===== src/rtl/peripheral_input_conditioner.sv =====
// -----------------------------------------------------------------------------
// peripheral_input_conditioner
//
// Purpose
//   Conditions a bouncing push-button and an 8-bit slide-switch bank for the
//   operand-entry stage. Both raw inputs are first brought into the clk domain
//   through two-flop synchronizers. A five-state FSM then debounces the button
//   on press and on release. Each accepted press produces a one-cycle strobe
//   together with the switch byte captured on that same edge. A press held long
//   enough also produces a one-cycle long-press strobe.
//
// Parameters
//   DEBOUNCE_CYCLES    stable synchronized cycles needed to accept a press or
//                      a release (2..65535)
//   LONG_PRESS_CYCLES  held cycles after acceptance before the long-press
//                      strobe (3..65535, greater than DEBOUNCE_CYCLES)
//
// Ports
//   clk           in   system clock, rising edge
//   reset         in   asynchronous, active-high reset
//   enter_raw     in   raw push-button level, active-high, asynchronous
//   switches_raw  in   raw slide-switch byte, asynchronous
//   pulse         out  one-cycle strobe for each accepted press
//   data_out      out  synchronized switch byte captured with the accepted press
//   long_pulse    out  one-cycle strobe once a press has been held long enough
//   press_count   out  number of accepted presses, modulo 256
//   busy          out  high whenever the FSM is outside IDLE
//   state_dbg     out  current FSM state encoding, for observation only
// -----------------------------------------------------------------------------
module peripheral_input_conditioner #(
   parameter int unsigned DEBOUNCE_CYCLES   = 4,
   parameter int unsigned LONG_PRESS_CYCLES = 16
) (
   input  logic       clk,
   input  logic       reset,
   input  logic       enter_raw,
   input  logic [7:0] switches_raw,
   output logic       pulse,
   output logic [7:0] data_out,
   output logic       long_pulse,
   output logic [7:0] press_count,
   output logic       busy,
   output logic [2:0] state_dbg
);

   // Terminal counts for the shared counter.
   localparam logic [15:0] DEB_LAST  = 16'(DEBOUNCE_CYCLES - 1);
   localparam logic [15:0] LONG_LAST = 16'(LONG_PRESS_CYCLES - 1);

   typedef enum logic [2:0] {
      ST_IDLE        = 3'd0,
      ST_DEB_PRESS   = 3'd1,
      ST_PRESSED     = 3'd2,
      ST_HELD_LONG   = 3'd3,
      ST_DEB_RELEASE = 3'd4
   } state_e;

   // ---------------------------------------------------------------------------
   // Input synchronizers. The switch byte is synchronized bit by bit. The byte is
   // only sampled after the button has been stable for several cycles, and the
   // operator holds the switches still while pressing, so bits arriving in
   // different cycles settle long before the capture edge.
   // ---------------------------------------------------------------------------
   logic       enter_meta_q;
   logic       enter_s_q;
   logic [7:0] switches_meta_q;
   logic [7:0] switches_s_q;

   always_ff @(posedge clk or posedge reset) begin
      if (reset) begin
         enter_meta_q    <= 1'b0;
         enter_s_q       <= 1'b0;
         switches_meta_q <= 8'h00;
         switches_s_q    <= 8'h00;
      end else begin
         enter_meta_q    <= enter_raw;
         enter_s_q       <= enter_meta_q;
         switches_meta_q <= switches_raw;
         switches_s_q    <= switches_meta_q;
      end
   end

   // ---------------------------------------------------------------------------
   // FSM state and datapath registers.
   // ---------------------------------------------------------------------------
   state_e      state_q,  state_d;
   logic [15:0] cnt_q,    cnt_d;
   logic        pulse_q,  pulse_d;
   logic        long_q,   long_d;
   logic [7:0]  data_q,   data_d;
   logic [7:0]  count_q,  count_d;

   always_ff @(posedge clk or posedge reset) begin
      if (reset) begin
         state_q <= ST_IDLE;
         cnt_q   <= 16'd0;
         pulse_q <= 1'b0;
         long_q  <= 1'b0;
         data_q  <= 8'h00;
         count_q <= 8'h00;
      end else begin
         state_q <= state_d;
         cnt_q   <= cnt_d;
         pulse_q <= pulse_d;
         long_q  <= long_d;
         data_q  <= data_d;
         count_q <= count_d;
      end
   end

   // ---------------------------------------------------------------------------
   // Next-state and strobe logic. Each strobe is set only on the transition
   // out of the state that produces it, so it is exactly one cycle wide. Those
   // transitions are different edges, so pulse and long_pulse can never be
   // high together.
   // ---------------------------------------------------------------------------
   always_comb begin
      state_d = state_q;
      cnt_d   = cnt_q;
      pulse_d = 1'b0;
      long_d  = 1'b0;
      data_d  = data_q;
      count_d = count_q;

      case (state_q)
         ST_IDLE: begin
            if (enter_s_q) begin
               state_d = ST_DEB_PRESS;
               cnt_d   = 16'd0;
            end
         end

         ST_DEB_PRESS: begin
            if (!enter_s_q) begin
               // A glitch that did not last long enough; drop it silently.
               state_d = ST_IDLE;
               cnt_d   = 16'd0;
            end else if (cnt_q == DEB_LAST) begin
               state_d = ST_PRESSED;
               cnt_d   = 16'd0;
               pulse_d = 1'b1;
               data_d  = switches_s_q;
               count_d = count_q + 8'd1;
            end else begin
               cnt_d = cnt_q + 16'd1;
            end
         end

         ST_PRESSED: begin
            if (!enter_s_q) begin
               state_d = ST_DEB_RELEASE;
               cnt_d   = 16'd0;
            end else if (cnt_q == LONG_LAST) begin
               state_d = ST_HELD_LONG;
               long_d  = 1'b1;
            end else begin
               cnt_d = cnt_q + 16'd1;
            end
         end

         ST_HELD_LONG: begin
            // The counter is frozen here, so a single long hold strobes once.
            if (!enter_s_q) begin
               state_d = ST_DEB_RELEASE;
               cnt_d   = 16'd0;
            end
         end

         ST_DEB_RELEASE: begin
            if (enter_s_q) begin
               // Contact bounce while releasing: restart the stable-low count.
               // The press is not re-accepted, so no new pulse.
               cnt_d = 16'd0;
            end else if (cnt_q == DEB_LAST) begin
               state_d = ST_IDLE;
               cnt_d   = 16'd0;
            end else begin
               cnt_d = cnt_q + 16'd1;
            end
         end

         default: begin
            // Unused encodings recover to IDLE without emitting a strobe.
            state_d = ST_IDLE;
            cnt_d   = 16'd0;
         end
      endcase
   end

   // ---------------------------------------------------------------------------
   // Outputs.
   // ---------------------------------------------------------------------------
   assign pulse       = pulse_q;
   assign long_pulse  = long_q;
   assign data_out    = data_q;
   assign press_count = count_q;
   assign busy        = (state_q != ST_IDLE);
   assign state_dbg   = state_q;

endmodule


===== config.mk =====
export PLATFORM = sky130hd
export DESIGN_NAME = peripheral_input_conditioner
export DESIGN_NICKNAME = d
export VERILOG_FILES = /design/src/rtl/peripheral_input_conditioner.sv
export SDC_FILE = /design/constraint.sdc
export NUM_CORES = 1
export LEC_CHECK = 0
export BUFFER_PORTS_ARGS = -buffer_cell sky130_fd_sc_hd__buf_2
export CELL_PAD_IN_SITES_DETAIL_PLACEMENT = 1
export CELL_PAD_IN_SITES_GLOBAL_PLACEMENT = 2
export CORE_MARGIN = 5
export CORE_UTILIZATION = 35
export CTS_CLUSTER_DIAMETER = 200
export DETAILED_ROUTE_END_ITERATION = 12
export PLACE_DENSITY_LB_ADDON = 0.1
export SLEW_MARGIN = 10
export SYNTH_ARGS = -nofsm -noshare
export SYNTH_HDL_FRONTEND = slang
export SYNTH_SLANG_ARGS = --single-unit

===== constraint.sdc =====
create_clock -name clk -period 2.12 [get_ports clk]
set_input_delay 0.212 -clock clk [delete_from_list [all_inputs] [get_ports clk]]
set_output_delay 0.212 -clock clk [all_outputs]
set_load 0.05 [all_outputs]

# Yosys cells after proc, flatten, opt, wreduce, memory -nomap -nowiden
# Cells that the tools add are included.
# totals
ff_bits	55
input_bits	11
out_inout_bits	22
# op_classes
add_sub_neg	2
n_eq_ne	13
muxes	23
n_reduce_logical	5
# op_table
cell	n
$mux 16	7
$pmux 16 s5	1
$mux 3	8
$add 16x1->16 const B	1
$eq 16x2->1 const B	1
$eq 16x4->1 const B	1
$pmux 3 s5	1
$ne 3x3->1 const B	3
$add 8x1->8 const B	1
$ne 2x2->1 const B	4
$eq 3x2->1 const B	2
$mux 1	6
$reduce_and 3->1	2
$reduce_and 6->1	1
$eq 3x1->1 const B	1
$eq 3x3->1 const B	1
$logic_not 3->1	1
$reduce_bool 3->1	1

# Depth between registers and ports, before layout
# Gate-level depths: netlist of the first run.
# logic_depth
ltp_word	4
mapped_depth	8

# Least setup slack after synthesis of the first run
# No wires, ideal clock.
# synth_timing
path_type	register -> register
start	register state_q[0], in the netlist state_dbg[0]
end	register cnt_q[2]
arrival_ps	1829
t_required_ps	1997
setup_slack_ps	169
path_stages_with_launch	7
path_buffers	1
cell_sequence	dfrtp_1 -> buf_2 -> and4bb_2 -> nand2_1 -> o21ai_2 -> nor2_1 -> o221a_2
# synth_via
elab_chain_cells	3
elab_cells_between_ends	10
classes_between	eq/ne: 7; mux: 1; reduce/logical: 2
# synth_rtl
element	line_no	text
from (decl)	86	state_e state_q, state_d;
from (signal assigned)	102	state_q <= state_d;
$eq 3x2->1 or $logic_not 3->1 (tied branches)	125	case (state_q)
$ne 3x3->1 (no line) or $ne 2x2->1 (tied branches)	n/a	
$reduce_and 3->1 (no line)	n/a	
to (signal assigned)	103	cnt_q <= cnt_d;
to (decl)	87	logic [15:0] cnt_q, cnt_d;
# Parallel ways exist; a longest one is shown, timed or not.
# A chain may end at the register's enable or synchronous reset.

# Final worst setup path of the first run
# layout_timing
start	register state_q[0], in the netlist state_dbg[0]
end	register cnt_q[11]
# The elaborated chain is that of the path after synthesis.

==> impl_metrics.csv, run 1 <==
group,metric,value,unit
status,run_status,"completed",
floorplanning,fp-row-count,30,
clock_tree,cts_tree,"yes",
power_and_ir_drop,net-switching-power,0.000511,W
sta,rsz0062_at_grt,"false",
routing,routed_via_density,5.19,
sta,finalMaxSlewViolations,0,
clock_tree,clock_path_buffers,2,
worst_setup_path,worstSetupStartpointType,"register",
synthesis,synth_sequential_area_ratio,0.580,
synthesis,dominantRegCellSynth,"dfrtp_1",
worst_setup_path,critPathArrivalTime,2230,ps
sta,slew_headroom,0.661,
clock_tree,tritoncts.num_buffers,5,
routing,first_pass_iters,4,
power_and_ir_drop,power_switching_share,0.253,
synthesis,synth_cells,195,
global_route,antenna_violations_before_repair,0,
clock_tree,cts_max_level,2,
worst_setup_path,critical_path_peak_fanout,9,
final_layout,diodes,0,
routing,detail_route.drc_violations,0,
power_and_ir_drop,p_per_area,701,nW/um^2
synthesis,synthesis.area_per_instance,12.2,sq um
final_layout,nNetsFinal,261,
routing,detail-route-antenna-nets,0,
synthesis,synthesis.nets,208,
min_path,min_path_type,"in -> reg",
synthesis,yosysWarnings,0,
routing,via_count,1701,
final_layout,area.growth.synth_to_final,21.2,%
sta,achievable-frequency,0.494,GHz
synthesis,yosys.cell_types.count,52,
global_route,global_route_wire_length_before_repair,8.90,mm
global_route,grt_start_max_net_pins,56,
final_layout,final_layout_size_suffix_gt1_frac,0.302,
worst_setup_path,critPathSlowestCell,"dfrtp_1",
power_and_ir_drop,power.share.combinational,0.111,
worst_setup_path,setup.worst_path.class,"reg -> reg",
power_and_ir_drop,clock_power_share,0.336,
synthesis,postSynth.asyncResetShare,1.00,
place,portBuffers,32,
power_and_ir_drop,power_frac_seq,0.553,
final_layout,fill_cells,732,
sta,setup_violations,0,
synthesis,synth.cell_area,2370,sq um
place,dp.final_hpwl,3.72,mm
floorplanning,die_height,92.4,microns
routing,avgRoutedWirePerCell,15.7,microns
power_and_ir_drop,total_leakage_power,1.40,nW
clock_tree,clkSlewWorstSetupHoldPaths,100,ps
global_route,global_route.overflow_total,0,
sta,tns,0,ps
floorplanning,die_width,92.4,microns
floorplanning,start_util,0.355,
power_and_ir_drop,p_int,0.00151,W
sta,period_share,0.955,
worst_setup_path,critical_path_buf_inv_count,0,
place,dpl-instance-area,2670,sq um
final_layout,final_cell_area,2880,sq um
routing,first_iter_violations,38,
sta,worst_clock_skew,9.71,ps
global_route,grt_pass1_vias,1805,
sta,hold_viol_final,0,
job,max_cap_violations,0,
global_route,grt_usage,0.130,
sta,timing_worst_slew_pin_value,503,ps
worst_setup_path,timing.critical_path.to_type,"register",
place,gpl.final_weighted_congestion,0.749,
routing,totalWireLength,5.16,mm
worst_setup_path,critical-path-top-delay-family,"compound AO/OA/AOI/OAI gates",
floorplanning,die_area,8530,sq um
synthesis,count_of_flip_flops_with_a_built_in_enable_after_synthesis,0,
sta,period_minus_slack,2020,ps
floorplanning,ios,33,
worst_setup_path,crit_required,2320,ps
power_and_ir_drop,power.ir.vdd_worst,0.291,mV
clock_tree,clock_insertion_delay_worst_skew,300,ps
worst_setup_path,critPathMaxStageDelay,490,ps
floorplanning,core_ar,6680,sq um
synthesis,synth-seq-cells,55,
clock_tree,clkSinkCount,55,
worst_setup_path,timing.critical_path.cells,"or3b_1, a21oi_1, a21o_2, nand3_1, o31ai_1",
clock_tree,buffer_cell_driving_the_clock_tree_root,"clkbuf_8",
placed cells by master (no fill, tap or decap), types with 2 or more instances in the layout:
| cell | netlist | routed |
|---|---|---|
| buf_4 | 1 | 12 |
| buf_2 | 2 | 32 |
| nor4_1 | 2 | 2 |
| and3_1 | 5 | 5 |
| mux2_2 | 9 | 9 |
| nand2_1 | 19 | 19 |
| a21oi_1 | 3 | 3 |
| inv_1 | 3 | 2 |
| dlygate4sd3_1 | 0 | 8 |
| clkbuf_8 | 0 | 5 |
| or3_1 | 2 | 2 |
| xor2_1 | 7 | 7 |
| xnor2_1 | 5 | 5 |
| dfrtp_1 | 55 | 55 |
| and3_4 | 2 | 2 |
| ha_1 | 2 | 2 |
| o21a_1 | 3 | 3 |
| nor2_1 | 12 | 11 |
| nand3_1 | 9 | 9 |
| nand4_1 | 11 | 11 |
| nor3_1 | 3 | 3 |
| o21ai_0 | 5 | 5 |
| nor4_4 | 3 | 3 |
| a22o_1 | 2 | 2 |
routing by layer:
layer	global-route usage	vias to the layer above	wire length, microns
met5	0	-	0
met4	0.0433	0	68
met3	0.0349	7	171
met2	0.207	29	2480
met1	0.173	854	2440
li1	-	811	-
synthesized netlist by cell type (2+ instances only):
| cell | instances | area (sq um) |
|---|---|---|
| buf_2 | 2 | 10.0 |
| and3_1 | 5 | 31.3 |
| nand2_1 | 19 | 71.3 |
| o21a_1 | 3 | 22.5 |
| xnor2_1 | 5 | 43.8 |
| nand4_1 | 11 | 68.8 |
| nor4_1 | 2 | 12.5 |
| ha_1 | 2 | 25.0 |
| mux2_2 | 9 | 101 |
| and3_4 | 2 | 22.5 |
| inv_1 | 3 | 11.3 |
| nor2_1 | 12 | 45.0 |
| xor2_1 | 7 | 61.3 |
| nor3_1 | 3 | 15.0 |
| nor4_4 | 3 | 63.8 |
| o21ai_0 | 5 | 25.0 |
| a22o_1 | 2 | 17.5 |
| nand3_1 | 9 | 45.0 |
| a21oi_1 | 3 | 15.0 |
| or3_1 | 2 | 12.5 |
| dfrtp_1 | 55 | 1380 |
worst register-to-register path, delay by kind of cell (launching register included):
kind | cells | cell delay (ps)
AO/OA/AOI/OAI | 3 | 880
flip-flops | 1 | 490
AND/OR/NAND/NOR | 2 | 560
cells by family (layout without fill, tap and decap cells):
family | count (synthesis) | after routing | synth area share
AND/OR/NAND/NOR | 78 | 78 | 0.199
adder cells (fa/ha/maj) | 2 | 2 | 0.0105
AO/OA/AOI/OAI | 28 | 28 | 0.0864
buffers and inverters | 10 | 63 | 0.0332
flip-flops | 55 | 55 | 0.580
XOR/XNOR | 12 | 12 | 0.0443
multiplexers | 10 | 10 | 0.0469
metrics by stage:
step / setup slack, ps / hold slack [ps] / power, W / utilization / cells
after global placement: 187 / 283 / 0.00134 / 0.400 / 312
final: 95.2 / 16.8 / 0.00202 / 0.431 / 328
after global routing: 23.9 / -1.93 / 0.00212 / 0.431 / 328
after CTS: 5.68 / 2.72 / 0.00204 / 0.419 / 321
after detailed placement: 52.1 / 302 / 0.00135 / 0.400 / 312
after floorplan: 169 / 243 / 0.00128 / - / 195
layout make-up:
type	count	area (sq um)	share of cell area
timing repair buffer	53	350	0.122
multi-input combinational	130	935	0.325
sequential	55	1380	0.478
clock buffer	5	68.8	0.0239
clock inverter	2	37.5	0.0130
tap	80	100	0.0348
inverter	3	11.3	0.00391
worst paths after layout:
| path | startpoint | to | slack, ps | cells after the start |
|---|---|---|---|---|
| worst max register to register | state_dbg[0]$_DFFE_PP0P_ | cnt_q[11]$_DFFE_PP0P_ | 100 | 5 |
| worst min-delay path | switches_raw[3] | switches_meta_q[3]$_DFF_PP0_ | 20 | 1 |
| min in group asynchronous | reset | switches_meta_q[3]$_DFF_PP0_ | 530 | 4 |
| worst max-delay path | state_dbg[0]$_DFFE_PP0P_ | cnt_q[11]$_DFFE_PP0P_ | 100 | 5 |
| max in group asynchronous | reset | cnt_q[11]$_DFFE_PP0P_ | 1350 | 4 |
| worst min register to register | switches_meta_q[2]$_DFF_PP0_ | switches_s_q[2]$_DFF_PP0_ | 360 | 0 |
sequential cells by signal (all words and copies together) (netlist names), 3 cells and up:
| name | cells |
|---|---|
| press_count | 8 |
| switches_s_q | 8 |
| switches_meta_q | 8 |
| state_dbg | 3 |
| cnt_q | 16 |
| data_out | 8 |
timing repair:
action                                 in CTS  in global routing
setup endpoints to repair                   0                 22
resized for setup                           0                  3
endpoints found under the hold margin      56                  6
hold buffers                                2                  6
setup buffers                               0                  1
power groups by stage:
| stage | Combinational [W] | Clock (W) | Sequential (W) |
|---|---|---|---|
| finish | 0.000224 | 0.000678 | 0.00112 |
| global route | 0.000244 | 0.000757 | 0.00112 |
| CTS | 0.000218 | 0.000711 | 0.00112 |
| detailed placement | 0.000214 | 0 | 0.00114 |
| global placement | 0.000210 | 0 | 0.00113 |
| floorplan | 0.0000760 | 0 | 0.00121 |
Note: power is estimated with default switching activity, not from simulation.
==> run 2, diff against run 1 <==
Settings changed: CELL_PAD_IN_SITES_GLOBAL_PLACEMENT 2 to 1.
==> impl_metrics.csv, run 2 (synthesized netlist as in run 1, its figures left out) <==
group,metric,value,unit
routing,via_count,1707,
final_layout,diodes,0,
clock_tree,clkSlewWorstSetupHoldPaths,110,ps
clock_tree,cts_max_level,2,
sta,achievable-frequency,0.512,GHz
sta,tns,0,ps
sta,setup_violations,0,
floorplanning,fp-row-count,30,
sta,rsz0062_at_grt,"false",
routing,detail-route-antenna-nets,0,
global_route,grt_start_max_net_pins,56,
global_route,global_route_wire_length_before_repair,9.03,mm
sta,worst_clock_skew,10.7,ps
routing,totalWireLength,5.18,mm
worst_setup_path,crit_required,2310,ps
clock_tree,tritoncts.num_buffers,5,
final_layout,area.growth.synth_to_final,20.0,%
routing,avgRoutedWirePerCell,15.9,microns
sta,finalMaxSlewViolations,0,
sta,period_share,0.922,
global_route,global_route.overflow_total,0,
sta,period_minus_slack,1950,ps
clock_tree,cts_tree,"yes",
floorplanning,core_ar,6680,sq um
final_layout,final_layout_size_suffix_gt1_frac,0.298,
power_and_ir_drop,power.ir.vdd_worst,0.237,mV
global_route,grt_pass1_vias,1852,
clock_tree,clock_path_buffers,2,
final_layout,largest_register,"cnt_q",
floorplanning,die_area,8530,sq um
worst_setup_path,critical_path_peak_fanout,17,
worst_setup_path,critPathArrivalTime,2140,ps
worst_setup_path,critPathSlowestCell,"dfrtp_1",
final_layout,nNetsFinal,257,
worst_setup_path,critPathMaxStageDelay,410,ps
global_route,antenna_violations_before_repair,0,
worst_setup_path,timing.critical_path.cells,"ha_1, nor3b_2, and3b_1, and3_4, mux2_2",
place,dp.final_hpwl,3.62,mm
clock_tree,clkSinkCount,55,
power_and_ir_drop,p_per_area,685,nW/um^2
final_layout,fin_util,0.426,
routing,first_pass_iters,4,
routing,first_iter_violations,38,
min_path,min_path_type,"in -> reg",
status,run_status,"completed",
floorplanning,start_util,0.355,
routing,routed_via_density,5.25,
clock_tree,buffer_cell_driving_the_clock_tree_root,"clkbuf_8",
place,portBuffers,32,
floorplanning,die_width,92.4,microns
place,gpl.final_weighted_congestion,0.758,
routing,detail_route.drc_violations,0,
worst_setup_path,worstSetupStartpointType,"register",
clock_tree,postCtsSetupRepairBufs,0,
floorplanning,ios,33,
sta,hold_slack,19.2,ps
final_layout,mostFrequentLayoutCell,"dfrtp_1",
floorplanning,die_height,92.4,microns
clock_tree,clock_insertion_delay_worst_skew,310,ps
final_layout,mostFrequentLayoutCells,"dfrtp_1, buf_2, nand2_1",
worst_setup_path,setup.worst_path.class,"reg -> reg",
power_and_ir_drop,total_leakage_power,1.37,nW
global_route,grt_usage,0.130,
worst_setup_path,timing.critical_path.to_type,"register",
sta,slew_headroom,0.644,
sta,hold_viol_final,0,
final_layout,largest_register_ffs,16,
job,max_cap_violations,0,
sta,timing_worst_slew_pin_value,529,ps
==> run 2: changes by cell type in the layout (fill, tap and decap cells not counted), sizes merged <==
cell / before / now
bufinv: 1 / 0
clkbuf: 5 / 6
buf: 45 / 40
clkinv: 0 / 1
dlygate4sd3: 8 / 9
==> run 2: per-layer routing <==
metal / GRT usage / up-vias / routed length [microns]
met2: 0.213 / 30 / 2490
met5: 0 / - / 0
li1: - / 798 / -
met4: 0.0470 / 0 / 83
met3: 0.0325 / 8 / 231
met1: 0.167 / 871 / 2380
==> run 2: critical path, delay by kind of cell, from the launching register on <==
kind	cells	cell delay [ps]
fa+ha+maj	1	240
mux	1	370
flops	1	410
simple gates	3	820
==> run 2: what timing repair did <==
item	CTS	global route
endpoints found under the setup margin	0	21
hold buffers	6	3
gates resized for setup	0	5
hold endpoints to repair	60	3
==> run 2: per-stage QoR <==
stage / setup slack, ps / power [W] / cells / cell area [sq um]
2_1_floorplan: 169 / 0.00128 / 195 / 2370
3_3_place_gp: 194 / 0.00134 / 308 / 2640
3_5_place_dp: 82.3 / 0.00135 / 308 / 2640
4_1_cts: 41.3 / 0.00199 / 322 / 2800
5_1_grt: 36.6 / 0.00207 / 325 / 2850
6_report: 166 / 0.00195 / 325 / 2850
==> run 2: final cells by class <==
cell class | count | area, sq um
Sequential cell | 55 | 1380
Timing Repair Buffer | 49 | 323
Tap cell | 80 | 100
Fill cell | 718 | 3830
Clock buffer | 6 | 82.6
Multi-Input combinational cell | 130 | 938
Clock inverter | 2 | 16.3
Inverter | 3 | 11.3
==> run 2: power by group <==
part	internal [W]	leakage, nW	switching [W]
Combinational	0.0000694	0.604	0.000153
Clock	0.000267	0.0474	0.000346
Sequential	0.00109	0.720	0.0000274
Total	0.00143	1.37	0.000525
==> run 2: final timing paths <==
path | end | slack, ps | cells past startpoint | start
worst max register to register | data_out[2]$_DFFE_PP0P_ | 170 | 5 | cnt_q[0]$_DFFE_PP0P_
worst min register to register | switches_s_q[4]$_DFF_PP0_ | 360 | 0 | switches_meta_q[4]$_DFF_PP0_
max in group asynchronous | state_dbg[0]$_DFFE_PP0P_ | 1350 | 4 | reset
min in group asynchronous | cnt_q[5]$_DFFE_PP0P_ | 510 | 4 | reset
worst min-delay path | switches_meta_q[1]$_DFF_PP0_ | 20 | 1 | switches_raw[1]
worst max-delay path | data_out[2]$_DFFE_PP0P_ | 170 | 5 | cnt_q[0]$_DFFE_PP0P_
